$ cat src/rtl/active_list_reader.sv
// Walks the per-line active sprite BRAM (indices 0..count-1) and streams the
// {tilemap, bitmap} pairs out through a 2-entry FIFO. Option: ACTIVE_READER_SKIP_NULL_EN.
//
// state | meaning
// IDLE  | waiting for start
// RUN   | issuing BRAM reads while credit allows
// DRAIN | all reads issued; waiting for the last read and the FIFO to empty
module active_list_reader #(
    parameter int IDX_W  = 9,
    parameter int FIFO_D = 2
) (
    input  logic             clk_draw,
    input  logic             rst_draw_n,
    input  logic             start,
    input  logic [IDX_W:0]   count,
    input  logic             abort,
    output logic             busy,
    output logic             done,
    output logic [IDX_W-1:0] read_index,
    input  logic [35:0]      read_tilemap_addr,
    input  logic [35:0]      read_bitmap_addr,
    output logic             out_valid,
    input  logic             out_ready,
    output logic [35:0]      out_tilemap_addr,
    output logic [35:0]      out_bitmap_addr,
    output logic [IDX_W-1:0] out_index,
    output logic             out_last
);

    typedef enum logic [1:0] {IDLE, RUN, DRAIN} state_t;

    typedef struct packed {
        logic [35:0]      tilemap;
        logic [35:0]      bitmap;
        logic [IDX_W-1:0] index;
        logic             last;
    } entry_t;

    state_t           state_q, state_d;
    logic [IDX_W:0]   count_q;
    logic [IDX_W:0]   cnt_q;
    logic [IDX_W:0]   cnt_inc;
    logic [IDX_W-1:0] read_index_q;
    logic             last_q;
    logic             inflight_q;

    entry_t           fifo_q [FIFO_D];
    logic             rd_ptr_q;
    logic             wr_ptr_q;
    logic [1:0]       occ_q;

    entry_t           head;
    entry_t           cap;
    logic             keep;
    logic             pop;
    logic             push;
    logic             issue;
    logic             done_c;
    logic [2:0]       credit;

    assign cnt_inc = cnt_q + {{IDX_W{1'b0}}, 1'b1};

`ifdef ACTIVE_READER_SKIP_NULL_EN
    assign keep = (read_bitmap_addr != '0);
`else
    assign keep = 1'b1;
`endif

    always_comb begin
        cap.tilemap = read_tilemap_addr;
        cap.bitmap  = read_bitmap_addr;
        cap.index   = read_index_q;
        cap.last    = last_q;
    end

    // A read may only be issued if, counting it, every outstanding entry still
    // fits in the FIFO even if the consumer stalls from now on.
    always_comb begin
        pop     = (occ_q != 2'd0) && out_ready;
        push    = inflight_q && keep;
        credit  = 3'(occ_q) + 3'(inflight_q) - 3'(pop);
        issue   = (state_q == RUN) && (cnt_q != count_q) && (credit <= 3'(FIFO_D - 1));
        state_d = state_q;
        done_c  = 1'b0;
        unique case (state_q)
            IDLE: begin
                if (start) state_d = (count == '0) ? DRAIN : RUN;
            end
            RUN: begin
                if (cnt_q == count_q) state_d = DRAIN;
            end
            DRAIN: begin
                if (!inflight_q && occ_q == 2'd0) begin
                    state_d = IDLE;
                    done_c  = 1'b1;
                end
            end
            default: state_d = IDLE;
        endcase
        if (abort) begin
            state_d = IDLE;
            done_c  = 1'b0;
        end
    end

    always_ff @(posedge clk_draw or negedge rst_draw_n) begin
        if (!rst_draw_n) begin
            state_q      <= IDLE;
            count_q      <= '0;
            cnt_q        <= '0;
            read_index_q <= '0;
            last_q       <= 1'b0;
            inflight_q   <= 1'b0;
        end else begin
            state_q <= state_d;
            if (abort) begin
                inflight_q <= 1'b0;
            end else begin
                inflight_q <= issue;
                if (state_q == IDLE && start) begin
                    count_q <= count;
                    cnt_q   <= '0;
                end
                if (issue) begin
                    read_index_q <= cnt_q[IDX_W-1:0];
                    cnt_q        <= cnt_inc;
                    last_q       <= (cnt_inc == count_q);
                end
            end
        end
    end

    always_ff @(posedge clk_draw or negedge rst_draw_n) begin
        if (!rst_draw_n) begin
            for (int i = 0; i < FIFO_D; i++) fifo_q[i] <= '0;
            rd_ptr_q <= 1'b0;
            wr_ptr_q <= 1'b0;
            occ_q    <= 2'd0;
        end else if (abort) begin
            rd_ptr_q <= 1'b0;
            wr_ptr_q <= 1'b0;
            occ_q    <= 2'd0;
        end else begin
            if (push) begin
                fifo_q[wr_ptr_q] <= cap;
                wr_ptr_q         <= ~wr_ptr_q;
            end
            if (pop) rd_ptr_q <= ~rd_ptr_q;
            occ_q <= occ_q + 2'(push) - 2'(pop);
        end
    end

    a_no_overflow: assert property (@(posedge clk_draw) disable iff (!rst_draw_n)
        !(push && !pop && !abort && occ_q == 2'(FIFO_D)));

    assign head             = fifo_q[rd_ptr_q];
    assign busy             = (state_q != IDLE);
    assign done             = done_c;
    assign read_index       = read_index_q;
    assign out_valid        = (occ_q != 2'd0);
    assign out_tilemap_addr = out_valid ? head.tilemap : '0;
    assign out_bitmap_addr  = out_valid ? head.bitmap  : '0;
    assign out_index        = out_valid ? head.index   : '0;
    assign out_last         = out_valid && head.last;

endmodule
$ cat config.mk
export PLATFORM = sky130hd
export DESIGN_NAME = active_list_reader
export DESIGN_NICKNAME = d
export VERILOG_FILES = /design/src/rtl/active_list_reader.sv
export SDC_FILE = /design/constraint.sdc
export NUM_CORES = 1
export LEC_CHECK = 0
export ABC_AREA = 1
export CELL_PAD_IN_SITES_DETAIL_PLACEMENT = 1
export CELL_PAD_IN_SITES_GLOBAL_PLACEMENT = 1
export CORE_UTILIZATION = 38
export DETAILED_ROUTE_END_ITERATION = 10
export PLACE_DENSITY = 0.85
export SYNTH_ARGS = -nofsm -noshare
export SYNTH_HDL_FRONTEND = slang
export SYNTH_SLANG_ARGS = --single-unit
$ cat constraint.sdc
create_clock -name clk_draw -period 3.7 [get_ports clk_draw]
set_clock_uncertainty 0.15 [all_clocks]
set_input_delay 0.555 -clock clk_draw [delete_from_list [all_inputs] [get_ports clk_draw]]
set_output_delay 0.555 -clock clk_draw [all_outputs]
set_load 0.03 [all_outputs]
==> results of run 1 <==
-- cell usage after synthesis (5+ instances only) --
library cell	instances
clkbuf_1	44
nand3_1	27
o21ai_0	175
buf_2	16
dfrtp_1	201
buf_1	5
inv_2	6
nor2_1	34
a21oi_1	87
inv_1	120
xor2_1	8
o21ai_2	9
nand2_1	422
-- worst register-to-register path: cells and delay by family, from the launching register on --
family / cells / cell delay (ps)
adder cells (fa/ha/maj): 3 / 930
AND/OR/NAND/NOR: 5 / 640
flip-flops: 1 / 450
AO/OA/AOI/OAI: 2 / 420
buffers and inverters: 3 / 380
-- sequential cells by signal, summed over array words and instances (netlist names), 2 cells and up --
| register | flops |
|---|---|
| fifo_q | 164 |
| cnt_q | 10 |
| count_q | 10 |
| read_index | 9 |
| occ_q | 2 |
| state_q | 2 |
-- metal layers --
| layer | track usage | vias up | routed length, µm |
|---|---|---|---|
| met5 | 0 | - | 0 |
| met4 | 0.0577 | 0 | 587 |
| met1 | 0.286 | 4195 | 12200 |
| li1 | - | 4050 | - |
| met2 | 0.386 | 165 | 13500 |
| met3 | 0.0258 | 41 | 916 |
-- worst min-delay path by stage --
stage / start / to / slack [ps] / cells past startpoint
after floorplan: rst_draw_n / cnt_q[0]$_DFFE_PN0P_ / 110 / 0
after detailed placement: fifo_q[141]$_DFFE_PN0P_ / fifo_q[141]$_DFFE_PN0P_ / 320 / 2
after global routing: fifo_q[145]$_DFFE_PN0P_ / fifo_q[145]$_DFFE_PN0P_ / 350 / 2
final: fifo_q[5]$_DFFE_PN0P_ / fifo_q[5]$_DFFE_PN0P_ / 330 / 2
after global placement: fifo_q[52]$_DFFE_PN0P_ / fifo_q[52]$_DFFE_PN0P_ / 320 / 2
after CTS: fifo_q[21]$_DFFE_PN0P_ / fifo_q[21]$_DFFE_PN0P_ / 340 / 2
-- cell type report --
cell class                 instances  area share
clock buffer                      33      0.0521
clock inverter                     6     0.00517
inverter                         126      0.0383
multi-input combinational        788       0.290
sequential                       201       0.407
tap                              324      0.0328
timing repair buffer             205       0.174
-- timing repair --
item,CTS,global route
hold buffers,1,0
buffers inserted,0,0
endpoints found under the hold margin,26,0
-- cells by family after synthesis --
logic type,synth area share
xor gates and xnor gates,0.0111
DFF,0.537
AOI/OAI and AO/OA,0.151
adders and majority gates,0.00614
buffers and inverters,0.0846
and+or+nand+nor,0.209
muxes,0.00120
-- metrics by stage --
step	power (mW)	setup WS [ps]
2_1_floorplan	4.81	964
3_3_place_gp	5.79	183
3_5_place_dp	5.93	36.8
4_1_cts	8.15	362
5_1_grt	8.57	227
6_report	8.05	423
-- power by group --
part / total, mW / leakage [nW] / switching (mW) / internal [mW]
logic: 2.78 / 2.70 / 1.75 / 1.03
clock network: 2.16 / 0.340 / 0.885 / 1.27
registers: 3.12 / 2.67 / 0.361 / 2.76
==> metrics, run 1 <==
Nets=about 1400; CP Depth=5; commonest non-fill, non-tap cell in the layout=nand2_1; placed cell count=1643; CP Launch Point=occ_q[1]$_DFF_PN0_; GRT Total Usage=0.219; Detail Placement HPWL=18.3 mm; clk buf depth=3; fin util=0.509; RSZ-0062 raised after global routing=no; synthesized area=0.00938 mm²; syn avg cell area=7.91 µm²; FMAX=0.305 GHz; Ys Warns=0; Crit path required time=2990 ps; PortBufs=180; maxcap violations=0; Synth cell types=32; first-pass GRT wire length=approximately 45 mm; Synthesized Nets=between 1000 and 1500; FF-to-FF End=cnt_q[7]$_DFFE_PN0P_; CP max stage delay=~720 ps; Layout area overhead=31.7%; slowest CP cell=clkdlybuf4s50_1; routability congestion estimate=0.811; PwrDens=652 mW/mm²; clk root buf=clkbuf_16; top cell family by delay on the critical path=buffers and inverters; Post-synth EDFFs=0; worst-skew pair later-pin latency=490 ps; initial core utilization=0.387; n_diodes=0; Yosys reg bits=between 200 and 250; Slew Limit Fails=0; fin crit share=0.886; Fin Hold WS=333 ps; post_cts resized=0; worst min-delay path class=reg -> reg; gr ovfl total=0; First-pass DRT Iterations=5; min cycle time layout=roughly 3300 ps; pin count of the biggest net entering global routing=between 80 and 90; CP Cell Sequence=nor2_4 -> buf_12 -> nand2_1 -> nor4_1 -> clkdlybuf4s50_1; Worst Setup Start Kind=flip-flop; CP endpoint=done; Die Area=0.0253 mm²; Finish-stage setup viols=0; ys flop type=dfrtp_1; CTS tree=yes; area fraction of the dominant cell type after synthesis=0.537; Syn Inst Count=about 1200; WL/cell=~16 µm; Non-Filler Instances=1683; Final Cell Area=about 0.012 mm²; setup TNS=0 ps; Core Footprint=0.0242 mm²; area of the multi-input gates=roughly 0.0036 mm²; DRC=0; CTS Sinks=201; Max VDD drop=0.334 mV; relative max-transition margin=0.497; synth top area cells=dfrtp_1 (54%), nand2_1 (17%), o21ai_0 (9.3%); reg2reg start=occ_q[1]$_DFF_PN0_; CTS clk-pin slew, worst paths=60 ps; drt total wl=~27 mm; vias in the first global route=8843; crit path max fanout=84; DR iter-0 viols=approximately 420; vias=between 8000 and 9000; CTS H-tree depth=1; fillers=approximately 2900; leak pwr=5.71 nW; WP buf/inv=2; final hold vios=0; area leader, netlist=dfrtp_1; Die Wd=roughly 160 µm; status=finished clean; Die Height=159 µm; Worst Tran Pin Value=755 ps; Final ANT Viol Nets=0; Arrival @ worst endpoint=2570 ps; I/O pin count=181; crit path kind=reg -> out; storage element area=0.00503 mm²; Site Rows=57; via/cell ratio=5.02; commonest non-fill, non-tap cells in the layout=nand2_1 (421), dfrtp_1 (200), o21ai_0 (175); R2R depth=13; initial antenna violation count=0; FF-to-FF setup slack=around 640 ps; sequential element share of the synthesized area=0.537; number of buffers created by CTS=23; layout cells sized above 1=0.0736; async set-reset flop share out of synthesis=1.00; Area after DPL=0.0116 mm²; CP endpoint kind=output port
Note: power is estimated with default switching activity, not from simulation.
==> inputs of run 2 (changes only) <==
--- a/config.mk
+++ b/config.mk
@@ -11,6 +11,7 @@
 export CORE_UTILIZATION = 38
 export DETAILED_ROUTE_END_ITERATION = 10
 export PLACE_DENSITY = 0.85
+export REMOVE_ABC_BUFFERS = 1
 export SYNTH_ARGS = -nofsm -noshare
 export SYNTH_HDL_FRONTEND = slang
 export SYNTH_SLANG_ARGS = --single-unit
==> run 2 against run 1 <==
Net effect:
- via count down 1.8%
- design area about the same
- global-route usage up 0.12 points
- combinational power down 1%
- power up 1.7%
- hold slack worse by 2.4 ps
- sequential share of layout area about the same
- critical path depth unchanged
- highest routed layer unchanged
- register-to-register slack better by 20 ps
- final cell count down 0.12%
- non-clock buffer count down 7
- die area unchanged
==> metrics, run 2 (same netlist as run 1, synthesis figures left out) <==
CTS H-tree depth=1; Regs by FF count=fifo_q (164), cnt_q (10), count_q (10); via/cell ratio=between 4 and 5; FF-to-FF setup slack=660 ps; Final Cell Area=~0.012 mm²; worst min-delay path class=reg -> reg; setup ws final=452 ps; setup TNS=0 ps; Finish-stage setup viols=0; initial core utilization=0.387; CP max stage delay=between 700 and 800 ps; drt total wl=27.1 mm; DR iter-0 viols=~540; CTS Sinks=201; Nets=about 1400; layout cells sized above 1=0.0781; DRC=0; Slew Limit Fails=0; first-pass GRT wire length=45.7 mm; crit path kind=reg -> out; CP Cell Sequence=inv_2 -> buf_4 -> nand2_1 -> a21oi_1 -> clkdlybuf4s50_1; Area after DPL=0.0115 mm²; fillers=2913; fin crit share=0.878; Detail Placement HPWL=between 15 and 20 mm; Die Height=between 150 and 200 µm; CP endpoint kind=output port; maxcap violations=0; vias=8302; Final ANT Viol Nets=0; crit path max fanout=26; FMAX=0.308 GHz; n_diodes=0; First-pass DRT Iterations=4; max FFs per register=~160; commonest non-fill, non-tap cell in the layout=nand2_1; top cell family by delay on the critical path=buffers and inverters; area of the multi-input gates=roughly 0.0036 mm²; Worst Setup Start Kind=flip-flop; CTS tree=yes; Biggest register=fifo_q; Site Rows=57; commonest non-fill, non-tap cells in the layout=nand2_1 (421), dfrtp_1 (200), o21ai_0 (175); leak pwr=about 5.7 nW; worst-skew pair later-pin latency=520 ps; Worst Tran Pin Value=725 ps; relative max-transition margin=0.516; gr ovfl total=0; CTS clk-pin slew, worst paths=roughly 60 ps; RSZ-0062 raised after global routing=no; PwrDens=664 mW/mm²; routability congestion estimate=just under 0.8; number of buffers created by CTS=24; pre-CTS setup slack=roughly 180 ps; Core Footprint=0.0242 mm²; min cycle time layout=between 3000 and 4000 ps; Crit path required time=between 2000 and 3000 ps; Fin Hold WS=~330 ps; status=finished clean; clk buf depth=3; final hold vios=0; clk root buf=clkbuf_16; Arrival @ worst endpoint=about 2500 ps; Tot Pwr=8.19 mW; Layout area overhead=31.7%; WP buf/inv=3; storage element area=0.00503 mm²; Die Area=0.0253 mm²; WL/cell=16.1 µm; pin count of the biggest net entering global routing=79; PortBufs=180; vias in the first global route=8927; initial antenna violation count=0; slowest CP cell=clkdlybuf4s50_1; I/O pin count=181; Max VDD drop=0.405 mV; GRT Total Usage=0.221; Die Wd=159 µm
-- run 2: cell types whose count changed in the layout (fill, tap and decap cells not counted), moves of 2 or more --
| cell | delta |
|---|---|
| clkinv_2 | +3 |
| clkbuf_1 | -3 |
| clkinvlp_4 | -2 |
| clkbuf_8 | +4 |
| clkdlybuf4s50_1 | -5 |
| buf_12 | -3 |
-- run 2: routing by layer --
| layer | wire length, µm | vias to the layer above | track usage |
|---|---|---|---|
| met2 | 13500 | 151 | 0.393 |
| met4 | 495 | 0 | 0.0476 |
| met5 | 0 | - | 0 |
| met3 | 1080 | 38 | 0.0268 |
| met1 | 12000 | 4079 | 0.287 |
| li1 | - | 4034 | - |
-- run 2: repair_timing --
action | in CTS | in global routing
hold buffers | 1 | 0
hold endpoints to repair | 74 | 0
resized for setup | 0 | 0
setup buffers | 0 | 0
-- run 2: power breakdown --
part / switching [mW] / internal [mW]
clock network: 0.939 / 1.41
logic: 1.75 / 0.988
registers: 0.350 / 2.76
total: 3.04 / 5.15
-- run 2: final timing paths --
path                                             start                         to  depth (start not counted)
worst max-delay path              rd_ptr_q$_DFFE_PN0P_        out_tilemap_addr[7]                          5
worst min-delay path            fifo_q[42]$_DFFE_PN0P_     fifo_q[42]$_DFFE_PN0P_                          2
worst max register to register      occ_q[1]$_DFF_PN0_       cnt_q[0]$_DFFE_PN0P_                         14
worst min register to register  fifo_q[42]$_DFFE_PN0P_     fifo_q[42]$_DFFE_PN0P_                          2
max in group asynchronous                   rst_draw_n  read_index[5]$_DFFE_PN0P_                          3
min in group asynchronous                   rst_draw_n     fifo_q[64]$_DFFE_PN0P_                          2
-- run 2: per-stage QoR --
stage / utilization / instances
after global routing: 0.509 / 1681
after global placement: 0.476 / 1636
final: 0.509 / 1681
after CTS: 0.509 / 1681
after detailed placement: 0.476 / 1636
after floorplan: - / 1115
-- run 2: tightest hold or removal path, stage by stage (launching register included) --
cell and delay (ps):
dfrtp_1 340, nand2_1 50, o21ai_0 60
-- run 2: area by class of cell --
cell class / count / share of cell area
repair buffers: 198 / 0.166
multi-input cells: 788 / 0.290
inverters: 126 / 0.0383
well taps: 324 / 0.0328
flip-flops and latches: 201 / 0.408
clock inverters: 9 / 0.00720
clock buffers: 35 / 0.0577
